==> config.mk <==
export PLATFORM = sky130hd
export DESIGN_NAME = min_reduce_stream_flat
export DESIGN_NICKNAME = d
export VERILOG_FILES = /design/src/rtl/simd2_pkg.sv /design/src/rtl/min_reduce_stream_if.sv /design/src/rtl/min_reduce_stream_min_tree.sv /design/src/rtl/min_reduce_stream.sv /design/src/flat_wrapper.sv
export SDC_FILE = /design/constraint.sdc
export NUM_CORES = 1
export LEC_CHECK = 0
export CAP_MARGIN = 20
export CORE_AREA = 2 2 123 125
export DETAILED_ROUTE_END_ITERATION = 8
export DIE_AREA = 0 0 125 127
export PLACE_DENSITY = 0.54
export SETUP_SLACK_MARGIN = 0.4
export SLEW_MARGIN = 20
export SYNTH_ARGS = -nofsm -noshare
export SYNTH_HDL_FRONTEND = slang
export SYNTH_SLANG_ARGS = --single-unit
==> constraint.sdc <==
create_clock -name clk -period 4.3 [get_ports clk]
set_input_delay 0.86 -clock clk [delete_from_list [all_inputs] [get_ports clk]]
set_output_delay 0.86 -clock clk [all_outputs]
set_load 0.01 [all_outputs]
==> src/rtl/simd2_pkg.sv <==
`default_nettype none
// +--------------------------------------------------------------------+
// | simd2_pkg : shared defaults and FSM state type for min_reduce_stream|
// | Rev 1.0                                                            |
// +--------------------------------------------------------------------+
package simd2_pkg;

    localparam int W_DEF     = 16;
    localparam int LANES_DEF = 4;
    localparam int IDX_W_DEF = 8;

    typedef enum logic [1:0] {
        IDLE  = 2'd0,
        ACCUM = 2'd1,
        HOLD  = 2'd2
    } state_t;

endpackage : simd2_pkg
`default_nettype wire

==> src/rtl/min_reduce_stream_if.sv <==
`default_nettype none
// +--------------------------------------------------------------------+
// | min_reduce_stream_if : input beat stream and result handshake      |
// | Rev 1.0                                                            |
// +--------------------------------------------------------------------+
interface min_reduce_stream_if
    import simd2_pkg::*;
#(
    parameter int W     = W_DEF,
    parameter int LANES = LANES_DEF,
    parameter int IDX_W = IDX_W_DEF
);
    logic                 in_valid;
    logic                 in_ready;
    logic [LANES*W-1:0]   in_data;
    logic                 in_last;
    logic                 out_valid;
    logic                 out_ready;
    logic [W-1:0]         out_min;
    logic [IDX_W-1:0]     out_idx;
    logic                 out_ovf;

    modport master (
        output in_valid, in_data, in_last, out_ready,
        input  in_ready, out_valid, out_min, out_idx, out_ovf
    );

    modport slave (
        input  in_valid, in_data, in_last, out_ready,
        output in_ready, out_valid, out_min, out_idx, out_ovf
    );
endinterface : min_reduce_stream_if
`default_nettype wire

==> src/rtl/min_reduce_stream_min_tree.sv <==
`default_nettype none
// +--------------------------------------------------------------------+
// | min_tree : combinational unsigned minimum across lanes, lower lane |
// |            wins on ties. Rev 1.0                                   |
// +--------------------------------------------------------------------+
module min_tree #(
    parameter int W      = 16,
    parameter int LANES  = 4,
    parameter int LANE_W = 2
) (
    input  wire logic [LANES*W-1:0] data_i,
    output logic      [W-1:0]       min_o,
    output logic      [LANE_W-1:0]  lane_o
);

    // Strict less-than while scanning upward keeps the lowest lane on ties.
    always_comb begin
        min_o  = data_i[W-1:0];
        lane_o = '0;
        for (int k = 1; k < LANES; k++) begin
            if (data_i[k*W +: W] < min_o) begin
                min_o  = data_i[k*W +: W];
                lane_o = LANE_W'(k);
            end
        end
    end

endmodule : min_tree
`default_nettype wire

==> src/rtl/min_reduce_stream.sv <==
`default_nettype none
// +--------------------------------------------------------------------+
// | min_reduce_stream : streaming min/argmin reduction over multi-lane |
// |                     beats with index-overflow termination. Rev 1.0 |
// +--------------------------------------------------------------------+
module min_reduce_stream
    import simd2_pkg::*;
#(
    parameter int W     = W_DEF,
    parameter int LANES = LANES_DEF,
    parameter int IDX_W = IDX_W_DEF
) (
    input wire logic          clk,
    input wire logic          rst_n,
    min_reduce_stream_if.slave bus
);

    localparam int c_LANE_SH = $clog2(LANES);
    localparam int c_LANE_W  = (LANES > 1) ? c_LANE_SH : 1;
    localparam int c_BCNT_W  = IDX_W - c_LANE_SH;
    localparam logic [c_BCNT_W-1:0] c_BCNT_LAST = '1;

    state_t                state_q,    state_d;
    logic [c_BCNT_W-1:0]   beat_cnt_q, beat_cnt_d;
    logic [W-1:0]          min_q,      min_d;
    logic [IDX_W-1:0]      idx_q,      idx_d;
    logic                  ovf_q,      ovf_d;

    logic [W-1:0]          w_beat_min;
    logic [c_LANE_W-1:0]   w_beat_lane;
    logic [IDX_W-1:0]      w_beat_idx;
    logic                  w_in_ready;
    logic                  w_accept;
    logic                  w_force_last;
    logic                  w_last;
    logic                  w_take;

    min_tree #(
        .W      (W),
        .LANES  (LANES),
        .LANE_W (c_LANE_W)
    ) u_min_tree (
        .data_i (bus.in_data),
        .min_o  (w_beat_min),
        .lane_o (w_beat_lane)
    );

    assign w_in_ready   = (state_q != HOLD);
    assign w_accept     = bus.in_valid && w_in_ready;
    assign w_beat_idx   = (IDX_W'(beat_cnt_q) << c_LANE_SH) | IDX_W'(w_beat_lane);
    // The final beat that still fits the index space closes the reduction.
    assign w_force_last = (beat_cnt_q == c_BCNT_LAST);
    assign w_last       = bus.in_last || w_force_last;
    assign w_take       = (state_q == IDLE) || (w_beat_min < min_q);

    always_ff @(posedge clk or negedge rst_n) begin
        if (!rst_n) begin
            state_q    <= IDLE;
            beat_cnt_q <= '0;
            min_q      <= '0;
            idx_q      <= '0;
            ovf_q      <= 1'b0;
        end else begin
            state_q    <= state_d;
            beat_cnt_q <= beat_cnt_d;
            min_q      <= min_d;
            idx_q      <= idx_d;
            ovf_q      <= ovf_d;
        end
    end

    always_comb begin
        state_d    = state_q;
        beat_cnt_d = beat_cnt_q;
        min_d      = min_q;
        idx_d      = idx_q;
        ovf_d      = ovf_q;
        case (state_q)
            IDLE, ACCUM: begin
                if (w_accept) begin
                    if (w_take) begin
                        min_d = w_beat_min;
                        idx_d = w_beat_idx;
                    end
                    if (w_last) begin
                        state_d    = HOLD;
                        beat_cnt_d = '0;
                        ovf_d      = !bus.in_last;
                    end else begin
                        state_d    = ACCUM;
                        beat_cnt_d = beat_cnt_q + 1'b1;
                    end
                end
            end
            HOLD: begin
                if (bus.out_ready) begin
                    state_d = IDLE;
                end
            end
            default: begin
                state_d    = IDLE;
                beat_cnt_d = '0;
            end
        endcase
    end

    assign bus.in_ready  = w_in_ready;
    assign bus.out_valid = (state_q == HOLD);
    assign bus.out_min   = min_q;
    assign bus.out_idx   = idx_q;
    assign bus.out_ovf   = ovf_q;

endmodule : min_reduce_stream
`default_nettype wire

==> src/flat_wrapper.sv <==
// flat-port wrapper written by rule: the top's interface ports become plain ports
module min_reduce_stream_flat import simd2_pkg::*;
#(
    parameter int W     = W_DEF,
    parameter int LANES = LANES_DEF,
    parameter int IDX_W = IDX_W_DEF
)
  (clk, rst_n, bus_in_valid, bus_in_data, bus_in_last, bus_out_ready, bus_in_ready, bus_out_valid, bus_out_min, bus_out_idx, bus_out_ovf);
  min_reduce_stream_if #(.W(W), .LANES(LANES), .IDX_W(IDX_W)) bus_i ();
  input wire logic clk;
  input wire logic rst_n;
  input wire logic [$bits(bus_i.in_valid)-1:0] bus_in_valid;
  input wire logic [$bits(bus_i.in_data)-1:0] bus_in_data;
  input wire logic [$bits(bus_i.in_last)-1:0] bus_in_last;
  input wire logic [$bits(bus_i.out_ready)-1:0] bus_out_ready;
  output wire logic [$bits(bus_i.in_ready)-1:0] bus_in_ready;
  output wire logic [$bits(bus_i.out_valid)-1:0] bus_out_valid;
  output wire logic [$bits(bus_i.out_min)-1:0] bus_out_min;
  output wire logic [$bits(bus_i.out_idx)-1:0] bus_out_idx;
  output wire logic [$bits(bus_i.out_ovf)-1:0] bus_out_ovf;
  assign bus_i.in_valid = bus_in_valid;
  assign bus_i.in_data = bus_in_data;
  assign bus_i.in_last = bus_in_last;
  assign bus_i.out_ready = bus_out_ready;
  assign bus_in_ready = bus_i.in_ready;
  assign bus_out_valid = bus_i.out_valid;
  assign bus_out_min = bus_i.out_min;
  assign bus_out_idx = bus_i.out_idx;
  assign bus_out_ovf = bus_i.out_ovf;
  min_reduce_stream #(.W(W), .LANES(LANES), .IDX_W(IDX_W)) u_core (.clk(clk), .rst_n(rst_n), .bus(bus_i));
endmodule
Yosys cells after proc, flatten, opt, wreduce, memory -nomap -nowiden
Cells that the tools add are included.
- add/sub/neg operators: 1
- magnitude comparators: 4
- equality and inequality tests: 6
- muxes and demuxes: 13
- bitwise operators: 2
- reduce and logical (&&, ||, !) cells: 10
- operators by type and width (cell ; number):
    16-bit < comparator ; 4
    16-bit 2-to-1 mux ; 3
    6-bit 2-to-1 mux ; 2
    6-bit one-hot mux with 2 select lines ; 1
    2-bit 2-to-1 mux ; 5
    8-bit by 2-bit bitwise OR with 8-bit output ; 1
    6-bit by 1-bit adder with 6-bit output (second input constant) ; 1
    6-bit == test (second input constant) ; 1
    3-bit AND reduction ; 2
    2-bit != test (second input constant) ; 2
    2-bit one-hot mux with 2 select lines ; 1
    2-bit AND reduction ; 2
    2-bit by 1-bit == test with 1-bit output (second input constant) ; 1
    2-bit == test (second input constant) ; 1
    2-bit zero test ; 1
    1-bit logical OR ; 2
    2-bit by 1-bit != test with 1-bit output (second input constant) ; 1
    2-bit OR reduction ; 1
    1-bit logical AND ; 1
    1-bit zero test ; 1
    1-bit 2-to-1 mux ; 1
    1-bit inverter ; 1
- register bits after elaboration: 33

Depth between registers and ports, before layout
Gate-level depths: netlist (run 1).
- word-level depth: 9
- depth in mapped cells: 43
- mapped depth without buffers: 35

By module
A second synthesis (run 1) with hierarchy kept.
- cell total of the unflattened synthesis: 382
- area total of the unflattened synthesis: 3706.1 µm²
- by module, submodules not included (module ; instances ; cells each ; area each (µm²) ; sequential area each (µm²)):
    min_tree ; 1 ; 231 ; 1900.6 ; 0.0
    min_reduce_stream ; 1 ; 151 ; 1805.5 ; 825.8

Worst setup path before layout (run 1)
Ideal clock, no wire load.
- path kind: input to register
- start point: in bus_in_data[7]
- end point: reg u_core.idx_q[2] (netlist: u_core.bus.out_idx[2])
- library setup time: 127 ps
- arrival time: 8829 ps
- required time: 4173 ps
- path slack: -4657 ps
- stages: 40
- path buffers: 8
- cell sequence: inv_1 ha_1 a41o_1 a21oi_1 o31ai_1 a211o_1 buf_2 buf_1 mux2i_1 ha_1 nand4_1 nor4_1 a21o_1 clkbuf_1 clkbuf_1 nand2_1 o21ai_0 ha_1 [4 not listed] o22ai_1 clkbuf_1 inv_1 clkbuf_1 o2111ai_1 nand2_1 ha_1 a21o_1 a21o_1 a21oi_1 o21ai_0 a211oi_1 o21ai_0 nor3b_1 a31o_1 buf_6 buf_8 mux2_1
- word-level cells in the longest chain between the ends: 9
- RTL lines (element ; RTL line ; RTL):
    from (decl) ; flat_wrapper.sv:13 ; input wire logic [$bits(bus_i.in_data)-1:0] bus_in_data;
    16-bit < comparator ; min_reduce_stream_min_tree.sv:21 ; if (data_i[k*W +: W] < min_o) begin
    16-bit 2-to-1 mux (*) ; min_reduce_stream_min_tree.sv:21 ;
    16-bit < comparator ; min_reduce_stream_min_tree.sv:21 ;
    16-bit 2-to-1 mux (*) ; min_reduce_stream_min_tree.sv:21 ;
    16-bit < comparator ; min_reduce_stream_min_tree.sv:21 ;
    16-bit 2-to-1 mux (*) ; min_reduce_stream_min_tree.sv:21 ;
    net u_core.u_min_tree.min_o[9] ; min_reduce_stream_min_tree.sv:12 ; output logic [W-1:0] min_o,
    16-bit < comparator (*) ; min_reduce_stream.sv:54 ; assign w_take = (state_q == IDLE) || (w_beat_min < min_q);
    1-bit logical OR (*) ; min_reduce_stream.sv:54 ;
    3-bit AND reduction (no source line) (*) ; n/a ;
    to (signal assigned) ; min_reduce_stream.sv:67 ; idx_q <= idx_d;
    to (decl) ; min_reduce_stream.sv:26 ; logic [IDX_W-1:0] idx_q, idx_d;
Mark *: on every way through the listed nets, which the timed path passes. The rest lies on a longest branch.
A chain may end at the register's enable or synchronous reset.

Worst setup path in the final report (run 1)
- start point: in bus_in_data[5]
- end point: reg u_core.idx_q[3] (netlist: u_core.bus.out_idx[3])
Same word-level chain as after synthesis.

==> results of run 1 <==
## worst reg2reg max path, cell delays in order (launching register included)
cell	delay (ns)
dfrtp_1	0.41
inv_1	0.11
ha_4	0.21
a21o_1	0.15
a21o_1	0.19
a21oi_2	0.12
o21ai_1	0.09
a211oi_2	0.25
o21ai_2	0.11
nor3b_2	0.25
a31o_4	0.21
buf_12	0.11
buf_16	0.11
mux2_4	0.29
## sequential cells by signal (all words and copies together), names as in the netlist
name and flops:
u_core.bus.out_idx 8, u_core.state_q 2, u_core.bus.out_min 16, u_core.beat_cnt_q 6, u_core.bus.out_ovf 1
## stage by stage
stage	setup slack (ns)	cells
6_report	-3.27	856
5_1_grt	-3.65	856
4_1_cts	-3.23	850
3_5_place_dp	-4.09	809
3_3_place_gp	-3.92	809
2_1_floorplan	-3.51	420
## synth_stat cells (2+ instances only)
library cell  number
inv_1             35
o21ai_0           47
a311oi_1          15
a211o_1            3
mux2i_1           16
maj3_1             4
nor4_1             2
nand3_1            4
a31oi_1           17
clkbuf_1          12
nor3_1             3
nand2_1           38
nand4_1           11
ha_1              59
mux2_1             4
o22ai_1            2
o211ai_1           4
o31ai_1            2
mux2_2             4
o21a_1             3
a211oi_1           2
a21o_1            11
nor2b_1            4
nor2_1            14
and3_1             3
o2111ai_1         15
nand2b_1           9
buf_2              4
o211a_1            2
a21oi_1           21
mux2_4             2
dfrtp_1           33
## per-layer routing
metal	track usage (%)	wire (µm)	up-vias
li1	-	-	2115
met1	18.9	5660	1972
met2	29.4	6840	103
met3	2.68	579	16
met4	4.12	208	0
met5	0	0	-
## where the power goes
| part | internal [mW] | leakage, nW | switching [mW] |
|---|---|---|---|
| logic | 1.08 | 2.67 | 0.897 |
| registers | 0.411 | 0.403 | 0.0901 |
| clock network | 0.245 | 0.0799 | 0.130 |
| total | 1.74 | 3.15 | 1.12 |
## timing repair
item | 4_1_cts | 5_1_grt
resized for setup | 147 | 95
hold buffers | 0 | 0
endpoints found under the setup margin | 24 | 24
buffers inserted | 28 | 6
gates cloned | 5 | 0
pin swaps | 31 | 45
## area by class of cell
type                            instances  area (µm²)  share of cell area [%]
Multi-Input combinational cell        333        3210                    46.6
Timing Repair Buffer                  263        2320                    33.7
Sequential cell                        33         826                    12.0
Tap cell                              184         230                    3.34
Clock buffer                            7         153                    2.21
Inverter                               35         146                    2.12
Clock inverter                          1        5.00                  0.0726
## logic make-up after synthesis
logic type               count (synthesis)  share of synthesized area [%]
AO/OA/AOI/OAI                          153                           29.2
adder cells (fa/ha/maj)                 63                           21.7
buffers and inverters                   54                           6.30
flip-flops                              33                           23.0
multiplexers                            26                           7.80
AND/OR/NAND/NOR                         91                           12.0
## worst max path at each step
stage	end	slack (ns)
2_1_floorplan	u_core.bus.out_idx[2]$_DFFE_PN0P_	-3.51
5_1_grt	u_core.bus.out_min[11]$_DFFE_PN0P_	-3.65
4_1_cts	u_core.bus.out_idx[4]$_DFFE_PN0P_	-3.23
3_3_place_gp	u_core.bus.out_idx[5]$_DFFE_PN0P_	-3.92
3_5_place_dp	u_core.bus.out_idx[6]$_DFFE_PN0P_	-4.09
6_report	u_core.bus.out_idx[3]$_DFFE_PN0P_	-3.27
==> metrics.csv, run 1 <==
stage,metric,value,unit
final_layout,final_common_cell,buf_4,
detailed_routing,wirelength,13.3,mm
grt,grt_start_max_net_pins,34,
grt,grt_pass1_vias,4393,
sta,hold_viol_final,0,
sta,max_freq,132,MHz
power_and_ir_drop,max-vdd-ir-drop,0.159,mV
clock_tree,cts_buffer_depth,2,
critical_path,critPathMaxStageDelay,0.41,ns
job,max_cap_violations,0,
hold_path,hold_path.class,flip-flop to flip-flop,
grt,grt_pass1_wl,21.0,mm
detailed_routing,vias_per_cell,4.91,
grt,grt_use_total,15.8,%
yosys,synth-seq-cells,33,
critical_path,r2r_start,u_core.bus.out_min[9]$_DFFE_PN0P_,
sta,relSlewSlack,62.5,%
sta,fin_crit,7.57,ns
detailed_routing,drtAntennaViolNets,0,
clock_tree,clkTransAtPathRegs,0.05,ns
critical_path,cp.buffers_inverters,9,
sta,fin_ws,-3.27,ns
yosys,seq_area_frac_synth,23.0,%
final_layout,nNetsFinal,799,
critical_path,cpMaxStageDelayCell,a211o_4,
final_layout,antenna_cells_inserted,0,
sta,rsz0062_at_grt,yes,
yosys,yosys.area.top_type,dfrtp_1,
yosys,synth-edff-count,0,
run_status,violations,setup timing,
floorplan,ios,96,
clock_tree,clock-sinks,33,
critical_path,start_kind,input pin,
hold_path,hold_depth,1,
clock_tree,cts_tree,yes,
hold_path,min_to,u_core.bus.out_idx[3]$_DFFE_PN0P_,
sta,hold_slack,0.511,ns
run_status,status,finished with violations,
yosys,yosys_warnings,0,
yosys,synth_cells,420,
critical_path,ff2ff_path_depth,13,
detailed_routing,wl_per_cell,15.5,µm
grt,antenna_found_initial,0,
final_layout,final_area,6900,µm²
critical_path,path_max_fanout,10,
final_layout,layout_common_cells,"152 x buf_4, 63 x clkdlybuf4s50_1, 40 x ha_1",
yosys,synth_area_leaders,"dfrtp_1 23%, ha_1 21%, o21ai_0 6.5%",
grt,grt_overflow_total,0,
yosys,syn_area,3590,µm²
hold_path,min_from,u_core.bus.out_idx[3]$_DFFE_PN0P_,
critical_path,crit_arrival,7.72,ns
critical_path,cp_num_cells,40,
sta,worst_pin_slew,0.562,ns
yosys,syn_nets,548,
placed_design,place_hpwl,10.2,mm
critical_path,reg2reg_to,u_core.bus.out_idx[3]$_DFFE_PN0P_,
critical_path,reg2reg_setup_slack,1.55,ns
sta,finalSetupViolations,24,
clock_tree,root_buffer,clkbuf_16,
detailed_routing,dr.pass1.iters,6,
sta,tns,-77.29,ns
sta,clock_skew,0.00629,ns
floorplan,die_x,125,µm
critical_path,critPathMostFrequentCell,a21o_1,
final_layout,nFillCells,1368,
sta,fin_crit_sh,176,%
yosys,ys_types,47,
floorplan,dieArea,15900,µm²
detailed_routing,remaining_drc_errors,0,
final_layout,drive_gt1_share,45.7,%
power_and_ir_drop,p_total,2.85,mW
power_and_ir_drop,leakagePower,3.15,nW
critical_path,crit_type,input pin to flip-flop,
detailed_routing,drt_iter0_markers,165,
floorplan,rows,44,
detailed_routing,num_vias,4206,
critical_path,critPathTopFamily,compound AO/OA/AOI/OAI gates,
floorplan,start_util,24.9,%
clock_tree,cts_buffers,5,
final_layout,area_growth,92.0,%
placed_design,place_congestion,0.855,
placed_design,placed_area,5800,µm²
critical_path,startpoint,bus_in_data[5],
placed_design,io_buffers,95,
sta,drv_slew,0,
floorplan,die_h,127,µm
clock_tree,clk_latency,0.27,ns
floorplan,core_area,14400,µm²
critical_path,required,4.45,ns
yosys,synth_ff_type,dfrtp_1,
yosys,netlist.area_leader.share,23.0,%
final_layout,utilization,47.8,%
yosys,post_synth.cell_area_avg,8.56,µm²
clock_tree,cts_max_level,2,
power_and_ir_drop,powerDensity,414,nW/µm²
critical_path,critical_path.endpoint_type,flip-flop,
yosys,ys_async_sr_fraction,100,%
Power figures use the tool's default switching activity.
==> inputs of run 2 (changes only) <==
Clock period 4.3 ns to 7.55 ns, I/O delays scaled along.
==> metrics.csv, run 2 (same netlist as run 1, synthesis figures left out) <==
stage,metric,value,unit,change
run_status,status,finished with violations,,
run_status,violations,setup timing,,
clock_tree,clkTransAtPathRegs,0.05,ns,about the same
sta,fin_crit,8.26,ns,
power_and_ir_drop,pwr-share-comb,69.8,%,+0.5 points
detailed_routing,vias_per_cell,5.03,,+2.3%
detailed_routing,drt_iter0_markers,140,,-15%
clock_tree,cts_max_level,2,,unchanged
final_layout,utilization,48.9,%,+1.1 points
sta,finalSetupViolations,24,,unchanged
clock_tree,cts_buffers,5,,unchanged
detailed_routing,drtAntennaViolNets,0,,unchanged
power_and_ir_drop,p_switching,680,µW,-39%
hold_path,hold_path.class,flip-flop to flip-flop,,
sta,hold_viol_final,0,,unchanged
grt,grt_start_max_net_pins,34,,unchanged
sta,drv_slew,0,,unchanged
power_and_ir_drop,p_seq_share,16.6,%,-1.0 points
placed_design,placed_area,5660,µm²,-2.4%
final_layout,drive_gt1_share,46.4,%,+0.68 points
sta,max_freq,121,MHz,
final_layout,final_area,7050,µm²,+2.3%
critical_path,critical_path.endpoint_type,flip-flop,,
detailed_routing,wl_per_cell,16.7,µm,+7.4%
final_layout,final_common_cell,buf_4,,
clock_tree,cts_tree,yes,,
sta,fin_ws,-0.715,ns,+2.55 ns
power_and_ir_drop,max-vdd-ir-drop,0.106,mV,-33%
grt,grt_pass1_wl,21.7,mm,+3.0%
final_layout,largest_reg_flops,16,,unchanged
critical_path,start_kind,input pin,,
sta,hold_slack,0.512,ns,+0.000917 ns
floorplan,ios,96,,unchanged
grt,grt_use_total,16.5,%,+0.70 points
floorplan,dieArea,15900,µm²,unchanged
floorplan,die_h,127,µm,unchanged
detailed_routing,num_vias,4244,,+0.90%
job,max_cap_violations,0,,unchanged
critical_path,cpMaxStageDelayCell,a211o_4,,
placed_design,place_hpwl,10.2,mm,about the same
floorplan,core_area,14400,µm²,unchanged
placed_design,io_buffers,95,,unchanged
detailed_routing,wirelength,14.1,mm,+5.9%
sta,worst_pin_slew,0.564,ns,+0.00205 ns
detailed_routing,remaining_drc_errors,0,,unchanged
clock_tree,clock-sinks,33,,unchanged
floorplan,start_util,24.9,%,unchanged
power_and_ir_drop,leakagePower,3.13,nW,-0.74%
critical_path,critPathMaxStageDelay,0.42,ns,about the same
clock_tree,clk_latency,0.28,ns,about the same
floorplan,die_x,125,µm,unchanged
final_layout,layout_common_cells,"128 x buf_4, 63 x clkdlybuf4s50_1, 35 x ha_1",,
critical_path,crit_arrival,8.42,ns,+0.70 ns
sta,relSlewSlack,62.4,%,-0.14 points
clock_tree,cts_buffer_depth,2,,unchanged
sta,clock_skew,0.00893,ns,+0.00264 ns
final_layout,antenna_cells_inserted,0,,unchanged
sta,fin_crit_sh,109,%,
critical_path,required,7.70,ns,+3.25 ns
final_layout,nNetsFinal,787,,-1.5%
detailed_routing,dr.pass1.iters,4,,-2
power_and_ir_drop,powerDensity,249,nW/µm²,-40%
power_and_ir_drop,p_total,1.75,mW,-39%
grt,grt_overflow_total,0,,unchanged
critical_path,crit_type,input pin to flip-flop,,
critical_path,critPathMostFrequentCell,buf_6,,
final_layout,area_growth,96.3,%,
power_and_ir_drop,p_clk_share,13.6,%,+0.5 points
sta,rsz0062_at_grt,yes,,
grt,antenna_found_initial,0,,unchanged
clock_tree,root_buffer,clkbuf_16,,
clock_tree,cts_hold_buffers,0,,unchanged
floorplan,rows,44,,unchanged
critical_path,path_max_fanout,6,,-4
power_and_ir_drop,switching_share,38.8,%,-0.33 points
placed_design,place_congestion,0.849,,-0.66%
power_and_ir_drop,p_int,1.07,mW,-38%
grt,grt_pass1_vias,4457,,+1.5%
-- run 2: cell count changes in the layout (fill, tap and decap cells not counted), moves of 4 or more --
cell | before | now
o2111ai_1 | 7 | 2
ha_4 | 14 | 23
nand2_1 | 30 | 34
ha_1 | 40 | 35
o2111ai_2 | 5 | 12
buf_6 | 7 | 18
buf_4 | 152 | 128
ha_2 | 5 | 1
a311oi_1 | 15 | 5
a311oi_2 | 0 | 9
-- run 2: worst max-delay path, delay by kind of cell --
kind / cells / cell delay (ns)
adders and majority gates: 3 / 0.72
AOI/OAI and AO/OA: 16 / 3.01
and+or+nand+nor: 3 / 0.18
buffers and inverters: 22 / 2.50
muxes: 2 / 0.47
-- run 2: routing by layer --
metal	GRT usage, %	vias to the layer above	routed length, µm
li1	-	2089	-
met1	19.7	2018	6070
met2	30.6	116	7070
met3	3.10	21	681
met4	4.31	0	246
met5	0	-	0
-- run 2: layout make-up --
cell class | count | area (µm²)
multi-input cells | 333 | 3380
inverters | 35 | 141
repair buffers | 251 | 2300
clock buffers | 7 | 143
well taps | 184 | 230
flip-flops and latches | 33 | 826
clock inverters | 1 | 30.0
fillers | 1324 | 7370
-- run 2: worst paths after layout --
path	cells after the start	to	slack (ns)	from
setup / recovery	46	u_core.bus.out_idx[6]$_DFFE_PN0P_	-0.71	bus_in_data[1]
hold / removal	1	u_core.bus.out_idx[6]$_DFFE_PN0P_	0.51	u_core.bus.out_idx[6]$_DFFE_PN0P_
setup reg to reg	13	u_core.bus.out_idx[6]$_DFFE_PN0P_	4.86	u_core.bus.out_min[9]$_DFFE_PN0P_
hold reg to reg	1	u_core.bus.out_idx[6]$_DFFE_PN0P_	0.51	u_core.bus.out_idx[6]$_DFFE_PN0P_
max in group asynchronous	2	u_core.bus.out_idx[3]$_DFFE_PN0P_	5.59	rst_n
min in group asynchronous	2	u_core.bus.out_min[6]$_DFFE_PN0P_	1.65	rst_n
-- run 2: through the flow --
| stage | setup TNS, ns | setup WS [ns] | cells |
|---|---|---|---|
| 6_report | -14.47 | -0.715 | 844 |
| 5_1_grt | -21.21 | -0.979 | 844 |
| 4_1_cts | -13.17 | -0.665 | 832 |
| 3_5_place_dp | -33.73 | -1.51 | 792 |
| 3_3_place_gp | -28.97 | -1.30 | 792 |
| 2_1_floorplan | -18.85 | -0.915 | 420 |
-- run 2: what timing repair did --
item / in CTS / in global routing
cloned: 3 / 2
setup endpoints to repair: 24 / 24
resized for setup: 153 / 99
pin swaps: 56 / 62
buffers inserted: 29 / 10
endpoints found under the hold margin: 0 / 0
-- run 2: power by group through the flow --
stage / logic (mW) / registers [mW] / clock network, mW
3_5_place_dp: 0.867 / 0.289 / 0
3_3_place_gp: 0.850 / 0.288 / 0
5_1_grt: 1.32 / 0.300 / 0.250
2_1_floorplan: 0.439 / 0.299 / 0
6_report: 1.22 / 0.291 / 0.239
4_1_cts: 1.01 / 0.286 / 0.244
